$ cat src/rtl/reward_pkt_tx.sv
// reward_pkt_tx: serializes reward-block packets into link words
// (header, type-selected field words, XOR checksum) with a one-deep shadow.
module reward_pkt_tx #(
   parameter int WORD_WIDTH = 16
) (
   input  logic                  clk,
   input  logic                  nrst,
   input  logic                  reward_done,
   input  logic [2:0]            rPacketType,
   input  logic [WORD_WIDTH-1:0] rSourceID,
   input  logic [WORD_WIDTH-1:0] rDestinationID,
   input  logic [WORD_WIDTH-1:0] rSourceHops,
   input  logic [WORD_WIDTH-1:0] rQValue,
   input  logic [WORD_WIDTH-1:0] rEnergyLeft,
   input  logic [WORD_WIDTH-1:0] rChosenCH,
   input  logic [WORD_WIDTH-1:0] rHopsFromCH,
   input  logic                  tx_ready,
   output logic [WORD_WIDTH-1:0] tx_data,
   output logic                  tx_valid,
   output logic                  tx_sop,
   output logic                  tx_eop,
   output logic                  tx_busy,
   output logic                  tx_sent,
   output logic                  tx_drop
);

   typedef enum logic [1:0] {
      IDLE,
      HDR,
      FIELD,
      CHK
   } stateT;

   typedef logic [WORD_WIDTH-1:0] wordT;

   stateT      state;
   stateT      nextState;
   logic [2:0] actType;
   logic [2:0] shType;
   wordT       actField [7];
   wordT       shField [7];
   wordT       inField [7];
   logic       shFull;
   logic [2:0] fieldIdx;
   wordT       chkAcc;
   logic       sentQ;
   logic       dropQ;

   logic [6:0] actMask;
   logic [7:0] actLen;
   wordT       hdrWord;
   wordT       fieldWord;
   logic [2:0] nextIdx;
   logic       hasNext;
   logic       hs;
   logic       reqOk;
   logic       loadAct;
   logic       loadSh;
   logic       promote;
   logic       dropReq;
   logic       sentReq;

   // Bit i set = field index i is carried (0 SRC .. 6 CHHOPS)
   function automatic logic [6:0] typeMask(input logic [2:0] t);
      case (t)
         3'd1:    return 7'b0001101;
         3'd2:    return 7'b0011101;
         3'd3:    return 7'b1010101;
         3'd4:    return 7'b1100011;
         3'd5:    return 7'b1111111;
         3'd6:    return 7'b0010001;
         default: return 7'b0000000;
      endcase
   endfunction

   assign inField[0] = rSourceID;
   assign inField[1] = rDestinationID;
   assign inField[2] = rSourceHops;
   assign inField[3] = rQValue;
   assign inField[4] = rEnergyLeft;
   assign inField[5] = rChosenCH;
   assign inField[6] = rHopsFromCH;

   assign reqOk   = reward_done & (rPacketType != 3'd0) & (rPacketType != 3'd7);
   assign actMask = typeMask(actType);
   assign actLen  = 8'($countones(actMask)) + 8'd2;
   assign hdrWord = {actType, {(WORD_WIDTH-11){1'b0}}, actLen};

   assign tx_valid = (state != IDLE);
   assign tx_sop   = (state == HDR);
   assign tx_eop   = (state == CHK);
   assign tx_busy  = (state != IDLE) | shFull;
   assign tx_sent  = sentQ;
   assign tx_drop  = dropQ;
   assign hs       = tx_valid & tx_ready;

   always_comb begin
      fieldWord = '0;
      for (int i = 0; i < 7; i++)
         if (fieldIdx == 3'(i))
            fieldWord = actField[i];
   end

   // Lowest included index above the current one; SRC is always first
   always_comb begin
      hasNext = 1'b0;
      nextIdx = '0;
      for (int i = 6; i >= 0; i--)
         if (actMask[i] && (3'(i) > fieldIdx)) begin
            hasNext = 1'b1;
            nextIdx = 3'(i);
         end
   end

   always_comb begin
      tx_data = '0;
      unique case (state)
         IDLE:  tx_data = '0;
         HDR:   tx_data = hdrWord;
         FIELD: tx_data = fieldWord;
         CHK:   tx_data = chkAcc;
         default: tx_data = '0;
      endcase
   end

   always_ff @(posedge clk or negedge nrst) begin
      if (!nrst)
         state <= IDLE;
      else
         state <= nextState;
   end

   always_comb begin
      nextState = state;
      loadAct   = 1'b0;
      loadSh    = 1'b0;
      promote   = 1'b0;
      dropReq   = 1'b0;
      sentReq   = 1'b0;
      unique case (state)
         IDLE: begin
            if (reqOk) begin
               loadAct   = 1'b1;
               nextState = HDR;
            end
         end
         HDR: begin
            if (hs)
               nextState = FIELD;
         end
         FIELD: begin
            if (hs && !hasNext)
               nextState = CHK;
         end
         CHK: begin
            if (hs) begin
               sentReq = 1'b1;
               if (shFull) begin
                  promote   = 1'b1;
                  nextState = HDR;
               end else if (reqOk) begin
                  loadAct   = 1'b1;
                  nextState = HDR;
               end else begin
                  nextState = IDLE;
               end
            end
         end
         default: nextState = IDLE;
      endcase
      // A slot being vacated by promotion can take the new request
      if (reqOk && !loadAct && (state != IDLE)) begin
         if (!shFull || promote)
            loadSh = 1'b1;
         else
            dropReq = 1'b1;
      end
      if (reward_done && !reqOk)
         dropReq = 1'b1;
   end

   always_ff @(posedge clk or negedge nrst) begin
      if (!nrst) begin
         actType  <= '0;
         shType   <= '0;
         shFull   <= 1'b0;
         fieldIdx <= '0;
         chkAcc   <= '0;
         sentQ    <= 1'b0;
         dropQ    <= 1'b0;
         for (int i = 0; i < 7; i++) begin
            actField[i] <= '0;
            shField[i]  <= '0;
         end
      end else begin
         sentQ <= sentReq;
         dropQ <= dropReq;
         if (loadAct) begin
            actType  <= rPacketType;
            actField <= inField;
         end else if (promote) begin
            actType  <= shType;
            actField <= shField;
         end
         if (loadSh) begin
            shType  <= rPacketType;
            shField <= inField;
         end
         if (loadSh)
            shFull <= 1'b1;
         else if (promote)
            shFull <= 1'b0;
         if ((state == HDR) && hs) begin
            fieldIdx <= '0;
            chkAcc   <= hdrWord;
         end else if ((state == FIELD) && hs) begin
            chkAcc <= chkAcc ^ fieldWord;
            if (hasNext)
               fieldIdx <= nextIdx;
         end
      end
   end

endmodule
$ cat config.mk
export PLATFORM = sky130hd
export DESIGN_NAME = reward_pkt_tx
export DESIGN_NICKNAME = d
export VERILOG_FILES = /design/src/rtl/reward_pkt_tx.sv
export SDC_FILE = /design/constraint.sdc
export NUM_CORES = 1
export LEC_CHECK = 0
export BUFFER_PORTS_ARGS = -buffer_cell sky130_fd_sc_hd__buf_2
export CORE_MARGIN = 10
export CORE_UTILIZATION = 59
export CTS_BUF_LIST = sky130_fd_sc_hd__clkbuf_16
export DETAILED_ROUTE_END_ITERATION = 12
export PLACE_DENSITY = 0.81
export SLEW_MARGIN = 20
export SYNTH_ARGS = -nofsm -noshare
export SYNTH_HDL_FRONTEND = slang
export SYNTH_SLANG_ARGS = --single-unit
$ cat constraint.sdc
create_clock -name clk -period 4.1 [get_ports clk]
set_input_delay 1.23 -clock clk [delete_from_list [all_inputs] [get_ports clk]]
set_output_delay 1.23 -clock clk [all_outputs]
set_load 0.03 [all_outputs]
# Word level (Yosys, flattened, before mapping)
# Cells that the tools add are included.
[word_totals]
in_bits = 119
output_inout_bits = 22
reg_bits = 254
[classes]
bitwise = 5
muxes = 55
magnitude_cmp = 7
n_addsub = 7
n_reduce_logical = 28
n_eq_ne = 20
[op_table]
columns = ["operator", "count"]
rows = [
  ["$mux W112", 2],
  ["$mux W16", 9],
  ["$pmux W16 S4", 1],
  ["$pmux W7 S6", 1],
  ["$mux W3", 12],
  ["$mux W1", 24],
  ["$eq A3 B3 Y1 const B", 6],
  ["$xor A16 B16 Y16", 1],
  ["$logic_and A1 B1 Y1", 13],
  ["$eq A3 B2 Y1 const B", 4],
  ["$reduce_bool A2 Y1", 5],
  ["$gt A3 B3 Y1 const A", 3],
  ["$mux W2", 4],
  ["$pmux W2 S4", 1],
  ["$add A1 B1 Y2", 3],
  ["$eq A3 B1 Y1 const B", 2],
  ["$gt A1 B3 Y1 const A", 2],
  ["$gt A2 B3 Y1 const A", 2],
  ["$add A4 B2 Y5 const B", 1],
  ["$add A3 B3 Y4", 1],
  ["$eq A2 B2 Y1 const B", 2],
  ["$logic_not A1 Y1", 4],
  ["$ne A2 B1 Y1 const B", 2],
  ["$ne A2 B2 Y1 const B", 2],
  ["other kinds (13)", 15],
]

# Longest topological paths before layout
# Gate-level depths: netlist (run 1).
[depth]
ltp_word = 14
depth_mapped = 10

# Worst setup path before layout (run 1)
# Ideal clock, no wire load.
[synth_path]
kind = "reg2out"
from = "register actType[2]"
to = "output tx_data[1]"
path_slack_ns = 0.354
arrival_ns = 2.516
stages_incl_launch_ff = 11
n_path_buf = 1
path_cell_list = "dfrtp_1 > clkbuf_1 > nand2_1 > xnor2_1 > ha_1 > ha_1 > nor2b_1 > o21ai_0 > a31oi_1 > o21ai_0 > o221ai_1"
[synth_via]
elab_chain_len = 7
[synth_rtl]
columns = ["item", "line_no", "text"]
rows = [
  ["from (decl)", "38", "logic [2:0] actType;"],
  ["from (signal assigned)", "199", "actType <= rPacketType;"],
  ["from (signal assigned)", "202", "actType <= shType;"],
  ["$eq A3 B3 Y1 (tied with other cells)", "65", "case (t)"],
  ["$pmux W7 S6 (*)", "65", ""],
  ["$add A1 B1 Y2 (not written as such)", "86", "assign actLen = 8'($countones(actMask)) + 8'd2;"],
  ["$add A2 B2 Y3 (not written as such) / $add A2 B1 Y3 (equally long branches)", "86", ""],
  ["$add A3 B3 Y4 (not written as such) (*)", "86", ""],
  ["$add A4 B2 Y5 (*)", "86", ""],
  ["$pmux W16 S4 (*)", "117", "unique case (state)"],
  ["to (decl)", "18", "output logic [WORD_WIDTH-1:0] tx_data,"],
]
# Every way passes the cells marked *; elsewhere a longest branch is shown, timed or not.

# Worst setup path in the final report (run 1)
[layout_path]
from = "register state[0]"
to = "output tx_data[14]"
[layout_via]
elab_chain_len = 2
[layout_rtl]
columns = ["item", "line_no", "text"]
rows = [
  ["from (decl)", "36", "stateT state;"],
  ["from (signal assigned)", "130", "state <= nextState;"],
  ["$eq A2 B2 Y1 (tied with other cells)", "117", ""],
  ["$pmux W16 S4 (*)", "117", ""],
]
# Marked as above.

==> results by group, run 1 <==
Placement
  • Placed Area: 12930 um2
  • Placer congestion estimate: 0.9604
  • HPWL after detailed placement: between 20000 and 25000 um
  • Input/output buffers: 140

Worst setup path
  • Worst endpoint required time: 2.87 ns
  • Critical-path top delay cell: ha_1
  • Critical Path AT: 2.72 ns
  • CP startpoint: state[0]
  • Bufs and invs on worst path: 4
  • Crit path max-delay family: buffers and inverters
  • Crit-path max FO: 13
  • Kind of critical path: flop to output pin
  • CP max stage delay: between 0.4 and 0.5 ns
  • CP startpoint kind: flop
  • Setup crit end kind: output pin
  • CP Cell Sequence: inv_1, ha_1, clkinvlp_4, buf_4, or3_1, a21oi_1, buf_2
  • Critical R2R Launch: state[1]

Yosys
  • Synthesized flop and latch total: 254
  • Syn Inst Count: 1113
  • Top_reg_cell synth: dfrtp_1
  • Mapped Nets: 1239
  • Sequential fraction of the synthesis area: 52.85%
  • Cell Area, Synth: 12030 um2
  • Distinct cells, synth: 59
  • Number of synthesized flops with an enable pin: 0
  • Syn Area/Cell: 10.81 um2
  • Synth Warn #: 0
  • Post-synth ARST share: 100.0%

Timing
  • Final Max Tran Viols: 0
  • Hold Slack: 0.4765 ns
  • Rel. slew slack: about 37%
  • F_max: 253.2 MHz
  • Final Setup Violations: 0
  • Hold Vio Cnt, Final: 0
  • Worst-margin pin slew: between 0.9 and 1 ns
  • Clock Skew: roughly 0.011 ns
  • Period Utilization, post-route: 96.32%
  • Min Clock Period, post-route: 3.949 ns

Layout
  • FILL cells: 1516
  • Ant. Diodes: 0
  • Leading cell type in the layout, fill and taps excluded: nand2_1
  • Final core occ: 68.30%
  • Area Overhead vs Synth: 14.53%
  • Post-Layout Inst Area: 13780 um2
  • Most frequent cells in the layout: nand2_1, dfrtp_1, buf_2
  • Nets: 1360
  • Layout cells sized above 1: 25.56%

Drt
  • Detailed Routing Iterations Pass 1: 6
  • Final wirelength: 32090 um
  • Drt drc: 0
  • Routed Antenna Nets: 0
  • Routed length per instance: 21.08 um
  • Number of vias per cell: between 6 and 7
  • Via count: around 9000
  • Initial DRC Count: 790

Clocking
  • Clk slew on worst S/H paths: 0.07 ns
  • Root buf cell: clkbuf_16
  • Worst skew pair latency: roughly 0.53 ns
  • H-tree depth: 1
  • Longest Clk Path Bufs: 3
  • Total CTS buffers: 26
  • CTS tree: yes
  • Clock sinks: 254

Floorplanning
  • Die height: 162.8 um
  • Die ar.: between 20000 and 30000 um2
  • Initial Util: about three fifths
  • Row count: 52
  • Core ar.: between 20000 and 25000 um2
  • Ports: 141
  • Die width: approximately 160 um

Power
  • PwrDens: 829.5 nW/um2
  • Seq pwr share: 39.4%
  • Switch share: 39.66%
  • Comb power frac: 41.4%
  • Static Leakage: 6.502 nW
  • Int Pwr: 6.895 mW
  • VDD IR-drop max: 477.9 uV
  • Switch Pwr: 4.532 mW
  • Power, Total: 11.43 mW
  • Clock power frac: a little under a fifth

GRT
  • First-pass GRT wire length: about 50000 um
  • All-Layer GR Usage: 23.57%
  • Largest net degree at the start of global routing: 116
  • GR Overflow Total: 0
  • Vias in the first global route: a little over 9000
  • Antenna violations before repair: 0

Run
  • Max Cap Violations: 0

Min path
  • Beginning of the worst hold path: actField[37]
  • Min-delay worst type: flop to flop

Run status
  • Outcome: complete, no violations
[final cells by class]
class	count	area (um2)	share of cell area, %
clock inverters	20	125.1	0.9083
multi-input cells	765	5194	37.70
clock buffers	26	650.6	4.723
flip-flops and latches	254	6360	46.17
repair buffers	172	1049	7.611
inverters	15	60.06	0.4360
well taps	270	337.8	2.452
[path summary, 6_finish.rpt]
path / to / slack (ns) / depth (start not counted)
min in group asynchronous: shField[79] / 0.71 / 1
setup reg to reg: shField[26] / 0.79 / 6
hold reg to reg: actField[37] / 0.48 / 2
hold / removal: actField[37] / 0.48 / 2
setup / recovery: tx_data[14] / 0.15 / 7
max in group asynchronous: tx_sent / 2.47 / 2
[repair_timing]
action	CTS	global route
hold buffers	0	0
setup endpoints to repair	1	4
resized for setup	2	11
pin swaps	0	0
buffers inserted	0	5
endpoints found under the hold margin	0	0
[synthesized netlist by cell type, drive strengths merged, types with 3 or more instances]
| cell type | number | area share [%] |
|---|---|---|
| a211oi | 12 | 0.75 |
| a21o | 4 | 0.25 |
| a21oi | 31 | 1.3 |
| a221oi | 4 | 0.29 |
| a22oi | 132 | 8.2 |
| a2bb2oi | 3 | 0.22 |
| a31oi | 5 | 0.26 |
| a32o | 3 | 0.25 |
| a32oi | 3 | 0.22 |
| and2 | 3 | 0.16 |
| buf | 46 | 2.7 |
| clkbuf | 33 | 1.0 |
| dfrtp | 254 | 53 |
| ha | 7 | 0.73 |
| inv | 15 | 0.47 |
| mux2 | 126 | 12 |
| mux2i | 12 | 1.0 |
| mux4 | 10 | 1.9 |
| nand2 | 255 | 8.0 |
| nand2b | 11 | 0.57 |
| nand3 | 6 | 0.29 |
| nand3b | 3 | 0.19 |
| nor2 | 43 | 1.3 |
| nor2b | 9 | 0.47 |
| nor3 | 7 | 0.38 |
| o211ai | 4 | 0.25 |
| o21a | 3 | 0.19 |
| o21ai | 25 | 1.0 |
| o21bai | 3 | 0.19 |
| o221ai | 5 | 0.36 |
| o22ai | 4 | 0.21 |
| o311ai | 4 | 0.29 |
| or3 | 3 | 0.16 |
| xnor2 | 7 | 0.51 |
[through the flow]
| stage | setup TNS [ns] | std cells | setup slack [ns] |
|---|---|---|---|
| after floorplan | 0 | 1113 | 0.3541 |
| after global placement | 0 | 1471 | 0.5598 |
| after detailed placement | 0 | 1471 | 0.5180 |
| after CTS | 0 | 1517 | 0.03272 |
| after global routing | -0.009555 | 1522 | -0.009555 |
| final | 0 | 1522 | 0.1508 |
[sequential cells by signal, summed over array words and instances (netlist names)]
register and count:
state 2, chkAcc 16, tx_sent 1, shType 3, fieldIdx 3, shField 112, tx_drop 1, shFull 1
actType 3, actField 112
[metal layers]
layer / vias to the layer above / GRT usage [%] / part of all wire, %
met5: - / 0 / 0
met4: 0 / 6.393 / 2.7
met3: 52 / 3.817 / 6.0
met2: 346 / 36.87 / 48
met1: 4642 / 33.49 / 43
li1: 4223 / - / -
[power by group through the flow]
stage / Sequential (mW) / Combinational [mW] / Clock [mW]
after detailed placement: 4.51 / 4.60 / 0
after floorplan: 4.18 / 3.56 / 0
after CTS: 4.48 / 4.63 / 2.21
after global placement: 4.44 / 4.47 / 0
after global routing: 4.61 / 5.21 / 2.32
final: 4.51 / 4.73 / 2.19
[cells by family after synthesis]
| family | after synthesis | share of synthesized area, % |
|---|---|---|
| AO/OA/AOI/OAI | 253 | 14.88 |
| flip-flops | 254 | 52.85 |
| multiplexers | 148 | 14.67 |
| XOR/XNOR | 8 | 0.5826 |
| adder cells (fa/ha/maj) | 7 | 0.7281 |
| AND/OR/NAND/NOR | 349 | 12.07 |
| buffers and inverters | 94 | 4.234 |
[worst reg2reg max path, cell delays in order, from the launching register on]
cell,delay [ns]
dfrtp_1,0.43
ha_1,0.81
nand2_1,0.40
a21oi_1,0.35
nand3_4,0.44
buf_12,0.41
mux2_1,0.36
Note: power is estimated with default switching activity, not from simulation.
==> run 2: changes to the inputs <==
--- a/config.mk
+++ b/config.mk
@@ -5,12 +5,14 @@
 export SDC_FILE = /design/constraint.sdc
 export NUM_CORES = 1
 export LEC_CHECK = 0
+export ABC_AREA = 1
 export BUFFER_PORTS_ARGS = -buffer_cell sky130_fd_sc_hd__buf_2
 export CORE_MARGIN = 10
 export CORE_UTILIZATION = 59
 export CTS_BUF_LIST = sky130_fd_sc_hd__clkbuf_16
 export DETAILED_ROUTE_END_ITERATION = 12
-export PLACE_DENSITY = 0.81
+export PLACE_DENSITY = 0.8
+export SKIP_LAST_GASP = 1
 export SLEW_MARGIN = 20
 export SYNTH_ARGS = -nofsm -noshare
 export SYNTH_HDL_FRONTEND = slang
==> constraint.sdc (replaced) <==
create_clock -name clk -period 4.1 [get_ports clk]
set_input_delay 0 -clock clk [delete_from_list [all_inputs] [get_ports clk]]
set_output_delay 0 -clock clk [all_outputs]
set_load 0.03 [all_outputs]
==> results by group, run 2 <==
Run status
  • Outcome: complete, no violations

Floorplanning
  • Die height: 164.5 um (+1.0%)
  • Ports: 141 (unchanged)
  • Initial Util: 60.45% (+0.82 points)
  • Row count: 52 (unchanged)
  • Die width: 164.5 um (+1.0%)
  • Core ar.: 20360 um2 (+0.97%)
  • Die ar.: 27040 um2 (+2.1%)

GRT
  • Antenna violations before repair: 3 (+3)
  • First-pass GRT wire length: 60690 um (+20%)
  • Largest net degree at the start of global routing: 129 (+11%)
  • Vias in the first global route: 11320 (+23%)
  • GR Overflow Total: 0 (unchanged)
  • All-Layer GR Usage: 27.96% (+4.4 points)

Drt
  • Final wirelength: 38660 um (+20%)
  • Number of vias per cell: 5.903 (-3.0%)
  • Detailed Routing Iterations Pass 1: 6 (unchanged)
  • Drt drc: 0 (unchanged)
  • Initial DRC Count: 1363 (+73%)
  • Routed Antenna Nets: 0 (unchanged)
  • Routed length per instance: 19.72 um (-6.4%)
  • Via count: 11570 (+25%)

Timing
  • Final Setup Violations: 0 (unchanged)
  • Rel. slew slack: 35.70% (-1.4 points)
  • Worst-margin pin slew: 0.9645 ns (+0.02127 ns)
  • Hold Slack: 0.04896 ns (-0.4275 ns)
  • Clock Skew: 0.01878 ns (+0.007485 ns)
  • Period Utilization, post-route: 74.86% (-21 points)
  • Smallest setup slack after layout: 1.031 ns (+0.8801 ns)
  • F_max: 325.8 MHz (+29%)
  • Hold Vio Cnt, Final: 0 (unchanged)
  • Setup TNS: 0 ns (unchanged)
  • Min Clock Period, post-route: 3.069 ns (-0.8801 ns)
  • Final Max Tran Viols: 0 (unchanged)
  • RSZ-0062 raised after global routing: no

Worst setup path
  • R2r worst-path depth: 9 (+3)
  • Critical Path AT: 3.07 ns (+0.35 ns)
  • Worst endpoint required time: 4.10 ns (+1.23 ns)
  • Setup crit end kind: output pin
  • Crit-path max FO: 20 (+7)
  • CP startpoint: fieldIdx[0]
  • CP startpoint kind: flop
  • Critical R2R Launch: state[1]
  • Kind of critical path: flop to output pin

Clocking
  • Longest Clk Path Bufs: 3 (unchanged)
  • Post-CTS Setup Inserts: 0 (unchanged)
  • Root buf cell: clkbuf_16
  • CTS tree: yes
  • Total CTS buffers: 26 (unchanged)
  • H-tree depth: 1 (unchanged)
  • Hold-fix buffers at CTS: 118 (+118)
  • Clk slew on worst S/H paths: 0.07 ns (about the same)
  • CTS resizes: 0 (-2)
  • Worst skew pair latency: 0.54 ns (about the same)
  • Clock sinks: 254 (unchanged)

Layout
  • Nets: 1793 (+32%)
  • Leading cell type in the layout, fill and taps excluded: dfrtp_1
  • Post-Layout Inst Area: 15070 um2 (+9.4%)
  • Top Registers: actField (112), shField (112), chkAcc (16)
  • Most frequent cells in the layout: dfrtp_1, nand2_1, nand3_1
  • FILL cells: 1432 (-5.5%)
  • Area Overhead vs Synth: 22.44%
  • Layout cells sized above 1: 13.29% (-12 points)

Yosys
  • Post-synth ARST share: 100.0% (unchanged)
  • Cell taking the most area after synthesis: dfrtp_1
  • Number of synthesized flops with an enable pin: 0 (unchanged)
  • Main area contributors after synthesis: dfrtp_1, nand3_1, nand2_1, inv_1, o211ai_1
  • Distinct cells, synth: 29 (-51%)
  • Mapped Nets: 1586 (+28%)
  • Top_reg_cell synth: dfrtp_1
  • Synth top area share: 51.63% (-1.2 points)
  • Synth Warn #: 0 (unchanged)
  • Synthesized flop and latch total: 254 (unchanged)
  • Syn Inst Count: 1460 (+31%)
  • Count leader, synth: dfrtp_1
  • Sequential fraction of the synthesis area: 51.63% (-1.2 points)
  • Syn Area/Cell: 8.432 um2 (-22%)
  • Cell Area, Synth: 12310 um2 (+2.4%)
  • Synth top cells by count: dfrtp_1, nand2_1, nand3_1, inv_1, nor2_1

Min path
  • Min-delay worst type: input port to flop
  • Beginning of the worst hold path: tx_ready
  • Hold depth: 6 (+4)

Power
  • Static Leakage: 7.357 nW (+13%)
  • Switch Pwr: 4.989 mW (+10%)
  • PwrDens: 774.2 nW/um2 (-6.7%)
  • Int Pwr: 6.681 mW (-3.1%)
  • VDD IR-drop max: 369.2 uV (-23%)
  • Switch share: 42.75% (+3.1 points)
  • Power, Total: 11.67 mW (+2.1%)
  • Comb power frac: 42.5% (+1.1 points)
  • Clock power frac: 20.4% (+1.2 points)
  • Seq pwr share: 37.1% (-2.3 points)

Placement
  • Input/output buffers: 140 (unchanged)
  • Placer congestion estimate: 0.9849 (+2.6%)
  • HPWL after detailed placement: 24080 um (+8.2%)
  • Post-Place Worst Slack: 1.384 ns (+0.8661 ns)
  • Placed Area: 13040 um2 (+0.82%)

Run
  • Max Cap Violations: 0 (unchanged)
run 2: changes by cell type after synthesis, sizes merged, moves of 38 or more:
cell    delta
nand3    +188
inv      +174
a22oi    -132
mux2     -126
o21ai     +87
o211ai    +81
nor2      +69
a21oi     +43
o221ai    +38
run 2: cell type report:
class                   instances  area, um2  area share (%)
repair buffers                279       2074           13.76
clock inverters                20      170.2           1.129
multi-input cells             917       4738           31.44
clock buffers                  27      675.6           4.482
inverters                     189      709.4           4.707
flip-flops and latches        254       6357           42.18
diodes                          4      10.01         0.06641
well taps                     270      337.8           2.241
run 2: stage by stage:
stage	cells	util (%)
2_1_floorplan	1460	-
3_3_place_gp	1791	64.01
3_5_place_dp	1791	64.01
4_1_cts	1956	73.97
5_1_grt	1959	74.00
6_report	1960	74.02
run 2: power groups by stage:
stage / logic (mW) / registers, mW / clock network (mW)
after floorplan: 3.56 / 4.08 / 0
after global placement: 4.61 / 4.29 / 0
after detailed placement: 4.74 / 4.32 / 0
after CTS: 4.86 / 4.29 / 2.39
after global routing: 5.49 / 4.43 / 2.50
final: 4.96 / 4.33 / 2.38
run 2: kinds of logic after synthesis:
logic type               after synthesis  share of synthesized area [%]
flip-flops                           254                          51.63
adder cells (fa/ha/maj)                7                         0.7114
AND/OR/NAND/NOR                      570                          20.03
AO/OA/AOI/OAI                        339                          17.49
XOR/XNOR                               1                        0.07116
buffers and inverters                289                          10.06
run 2: path summary, 6_finish.rpt:
path,to,slack (ns)
min reg2reg,shField[73],0.48
min,shFull,0.05
max,tx_data[2],1.03
max reg2reg,actField[32],1.35
min in group asynchronous,actField[14],0.15
max in group asynchronous,chkAcc[3],2.77
run 2: per-layer routing:
| layer | wire length, um | GRT usage [%] | up-vias |
|---|---|---|---|
| li1 | - | - | 5330 |
| met1 | 15390 | 37.08 | 5534 |
| met2 | 17950 | 43.57 | 603 |
| met3 | 3653 | 6.323 | 103 |
| met4 | 1660 | 11.76 | 0 |
| met5 | 0 | 0 | - |
run 2: worst max-delay path, stage by stage (launching register included):
cell and delay [ns]:
dfrtp_1 0.60, inv_1 0.12, buf_4 0.27, nand3_1 0.27, inv_1 0.40, nand2_1 0.15, nand4_1 0.16, nand2_1 0.06
a21oi_1 0.24, buf_2 0.25
==> run 3: changes to the inputs <==
==> constraint.sdc (replaced) <==
create_clock -name clk -period 3.1 [get_ports clk]
set_input_delay 0 -clock clk [delete_from_list [all_inputs] [get_ports clk]]
set_output_delay 0 -clock clk [all_outputs]
set_load 0.03 [all_outputs]
==> results by group, run 3 (synthesis results as in run 2) <==
Run status
  • Outcome: complete, no violations

GRT
  • Antenna violations before repair: 4 (+1)
  • All-Layer GR Usage: 28.90% (+0.94 points)
  • Largest net degree at the start of global routing: 112 (-13%)
  • GR Overflow Total: 0 (unchanged)
  • First-pass GRT wire length: 62830 um (+3.5%)
  • Vias in the first global route: 11670 (+3.2%)

Placement
  • Placer congestion estimate: 1.012 (+2.8%)
  • HPWL after detailed placement: 24580 um (+2.1%)
  • DP Cell Count: 1800 (+0.50%)
  • Input/output buffers: 140 (unchanged)
  • Post-Place Worst Slack: 0.6690 ns (-0.7151 ns)

Drt
  • Routed length per instance: 20.11 um (+1.9%)
  • Routed Antenna Nets: 0 (unchanged)
  • Initial DRC Count: 1503 (+10%)
  • Final wirelength: 39650 um (+2.6%)
  • Detailed Routing Iterations Pass 1: 7 (+1)
  • Drt drc: 0 (unchanged)
  • Via count: 11860 (+2.5%)
  • Number of vias per cell: 6.014 (+1.9%)

Floorplanning
  • Ports: 141 (unchanged)
  • Die width: 164.5 um (unchanged)
  • Initial Util: 60.45% (unchanged)
  • Core ar.: 20360 um2 (unchanged)
  • Die ar.: 27040 um2 (unchanged)
  • Row count: 52 (unchanged)
  • Die height: 164.5 um (unchanged)

Timing
  • Rel. slew slack: 40.15% (+4.5 points)
  • Worst-margin pin slew: 0.8977 ns (-0.06676 ns)
  • Smallest setup slack after layout: 0.2508 ns (-0.7801 ns)
  • Hold Vio Cnt, Final: 0 (unchanged)
  • Clock Skew: 0.02131 ns (+0.002537 ns)
  • RSZ-0062 raised after global routing: no
  • Setup TNS: 0 ns (unchanged)
  • Min Clock Period, post-route: ~2.8 ns
  • Final Max Tran Viols: 0 (unchanged)
  • Period Utilization, post-route: roughly 92%
  • Final Setup Violations: 0 (unchanged)
  • F_max: around 350 MHz

Clocking
  • Total CTS buffers: 27 (+3.8%)
  • CTS tree: yes
  • Post-CTS Setup Inserts: 0 (unchanged)
  • H-tree depth: 1 (unchanged)
  • Root buf cell: clkbuf_16
  • Clk slew on worst S/H paths: 0.06 ns (about the same)
  • Longest Clk Path Bufs: 3 (unchanged)
  • Worst skew pair latency: 0.55 ns (about the same)
  • Clock sinks: 254 (unchanged)

Worst setup path
  • CP Cell Sequence: nor2_1, o21ai_1, ha_1, ha_1, inv_1, o21ai_1, inv_1, nand2_1, nand3_1, nand3_1, nand2_1, inv_1, buf_2
  • Critical-path top delay cell: dfrtp_1
  • Critical R2R Launch: state[1]
  • Kind of critical path: flop to output pin
  • Crit path max-delay family: adder cells
  • Crit-path max FO: 7 (-65%)
  • CP max stage delay: 0.49 ns (-0.11 ns)
  • R2r worst-path depth: 10 (+1)
  • Worst endpoint required time: 3.10 ns (-1.00 ns)
  • Bufs and invs on worst path: 4 (unchanged)
  • Critical Path AT: 2.85 ns (-0.22 ns)
  • Most frequent cell on the critical path: inv_1
  • Reg2reg end: shField[24]
  • CP startpoint kind: flop
  • Setup crit end kind: output pin
  • R2R setup slack: 0.48 ns (-0.87 ns)

Layout
  • Final Non-Filler Cells: 1972 (+0.61%)
  • Area Overhead vs Synth: 23.72%
  • Layout cells sized above 1: 14.19% (+0.91 points)
  • Most frequent cells in the layout: dfrtp_1, nand2_1, nand3_1
  • FILL cells: 1427 (-0.35%)
  • Top Registers: actField (112), shField (112), chkAcc (16)
  • Leading cell type in the layout, fill and taps excluded: dfrtp_1
  • Nets: 1803 (+0.56%)

Power
  • PwrDens: 1030 nW/um2 (+33%)
  • Static Leakage: 7.444 nW (+1.2%)
  • VDD IR-drop max: 616.6 uV (+67%)

Run
  • Max Cap Violations: 0 (unchanged)

Min path
  • Beginning of the worst hold path: tx_ready
  • Hold depth: 6 (unchanged)
  • Min-delay worst type: input port to flop
  • Hold path endpoint: shFull
==> run 3: cell types whose count changed in the layout (fill, tap and decap cells not counted), sizes merged <==
cell	delta
buf	+9
clkinv	-1
clkinvlp	+1
inv	+3
==> run 3: cell type report <==
class | count | area, um2 | area share, %
diodes | 4 | 10.01 | 0.06572
multi-input cells | 917 | 4738 | 31.11
flip-flops and latches | 254 | 6359 | 41.75
inverters | 189 | 709.4 | 4.658
well taps | 270 | 337.8 | 2.218
clock inverters | 23 | 196.4 | 1.290
clock buffers | 27 | 675.6 | 4.436
repair buffers | 288 | 2205 | 14.47
==> run 3: routing by layer <==
metal | part of all wire [%] | GRT usage, % | vias to the layer above
met5 | 0 | 0 | -
met4 | 4.4 | 11.80 | 0
met3 | 11 | 6.771 | 141
met2 | 48 | 46.83 | 725
met1 | 37 | 36.80 | 5627
li1 | - | - | 5367
==> run 3: worst max path at each step <==
stage / to / slack, ns / cells past startpoint / from
after floorplan: chkAcc[4] / 1.06 / 11 / state[1]
after global placement: shField[60] / 0.78 / 9 / state[0]
after detailed placement: shField[33] / 0.67 / 10 / state[1]
after CTS: tx_data[1] / 0.27 / 14 / actType[2]
after global routing: tx_data[1] / 0.08 / 13 / actType[0]
final: tx_data[1] / 0.25 / 13 / actType[0]
==> run 3: stage by stage <==
stage	hold slack (ns)	total power, mW	cell area, um2	utilization (%)
detailed placement	0.1455	12.07	13170	64.65
finish	0.02010	15.68	15230	74.79
CTS	0.008658	15.42	15220	74.74
global route	0.04969	16.63	15230	74.79
global placement	0.1363	11.82	13170	64.65
floorplan	-0.2956	10.11	12310	-
==> run 3: worst register-to-register path, cell delays in order, from the launching register on <==
cell     delay [ns]
dfrtp_1        0.42
inv_1          0.10
ha_1           0.26
nor2_4         0.18
nand2_2        0.10
o21ai_2        0.16
nand3_4        0.28
nand3_4        0.36
buf_12         0.32
nor2_1         0.10
a21oi_1        0.24
==> run 3: power breakdown <==
| part | leakage (nW) | total [mW] | internal (mW) | switching, mW |
|---|---|---|---|---|
| sequential | 3.09 | 5.78 | 4.84 | 0.943 |
| combinational | 3.91 | 6.67 | 2.26 | 4.41 |
| clock | 0.438 | 3.23 | 1.84 | 1.39 |
| total | 7.44 | 15.7 | 8.94 | 6.75 |
==> run 3: what timing repair did <==
item / CTS / global route
hold endpoints to repair: 340 / 0
endpoints found under the setup margin: 0 / 1
hold buffers: 118 / 0
resized for setup: 0 / 2
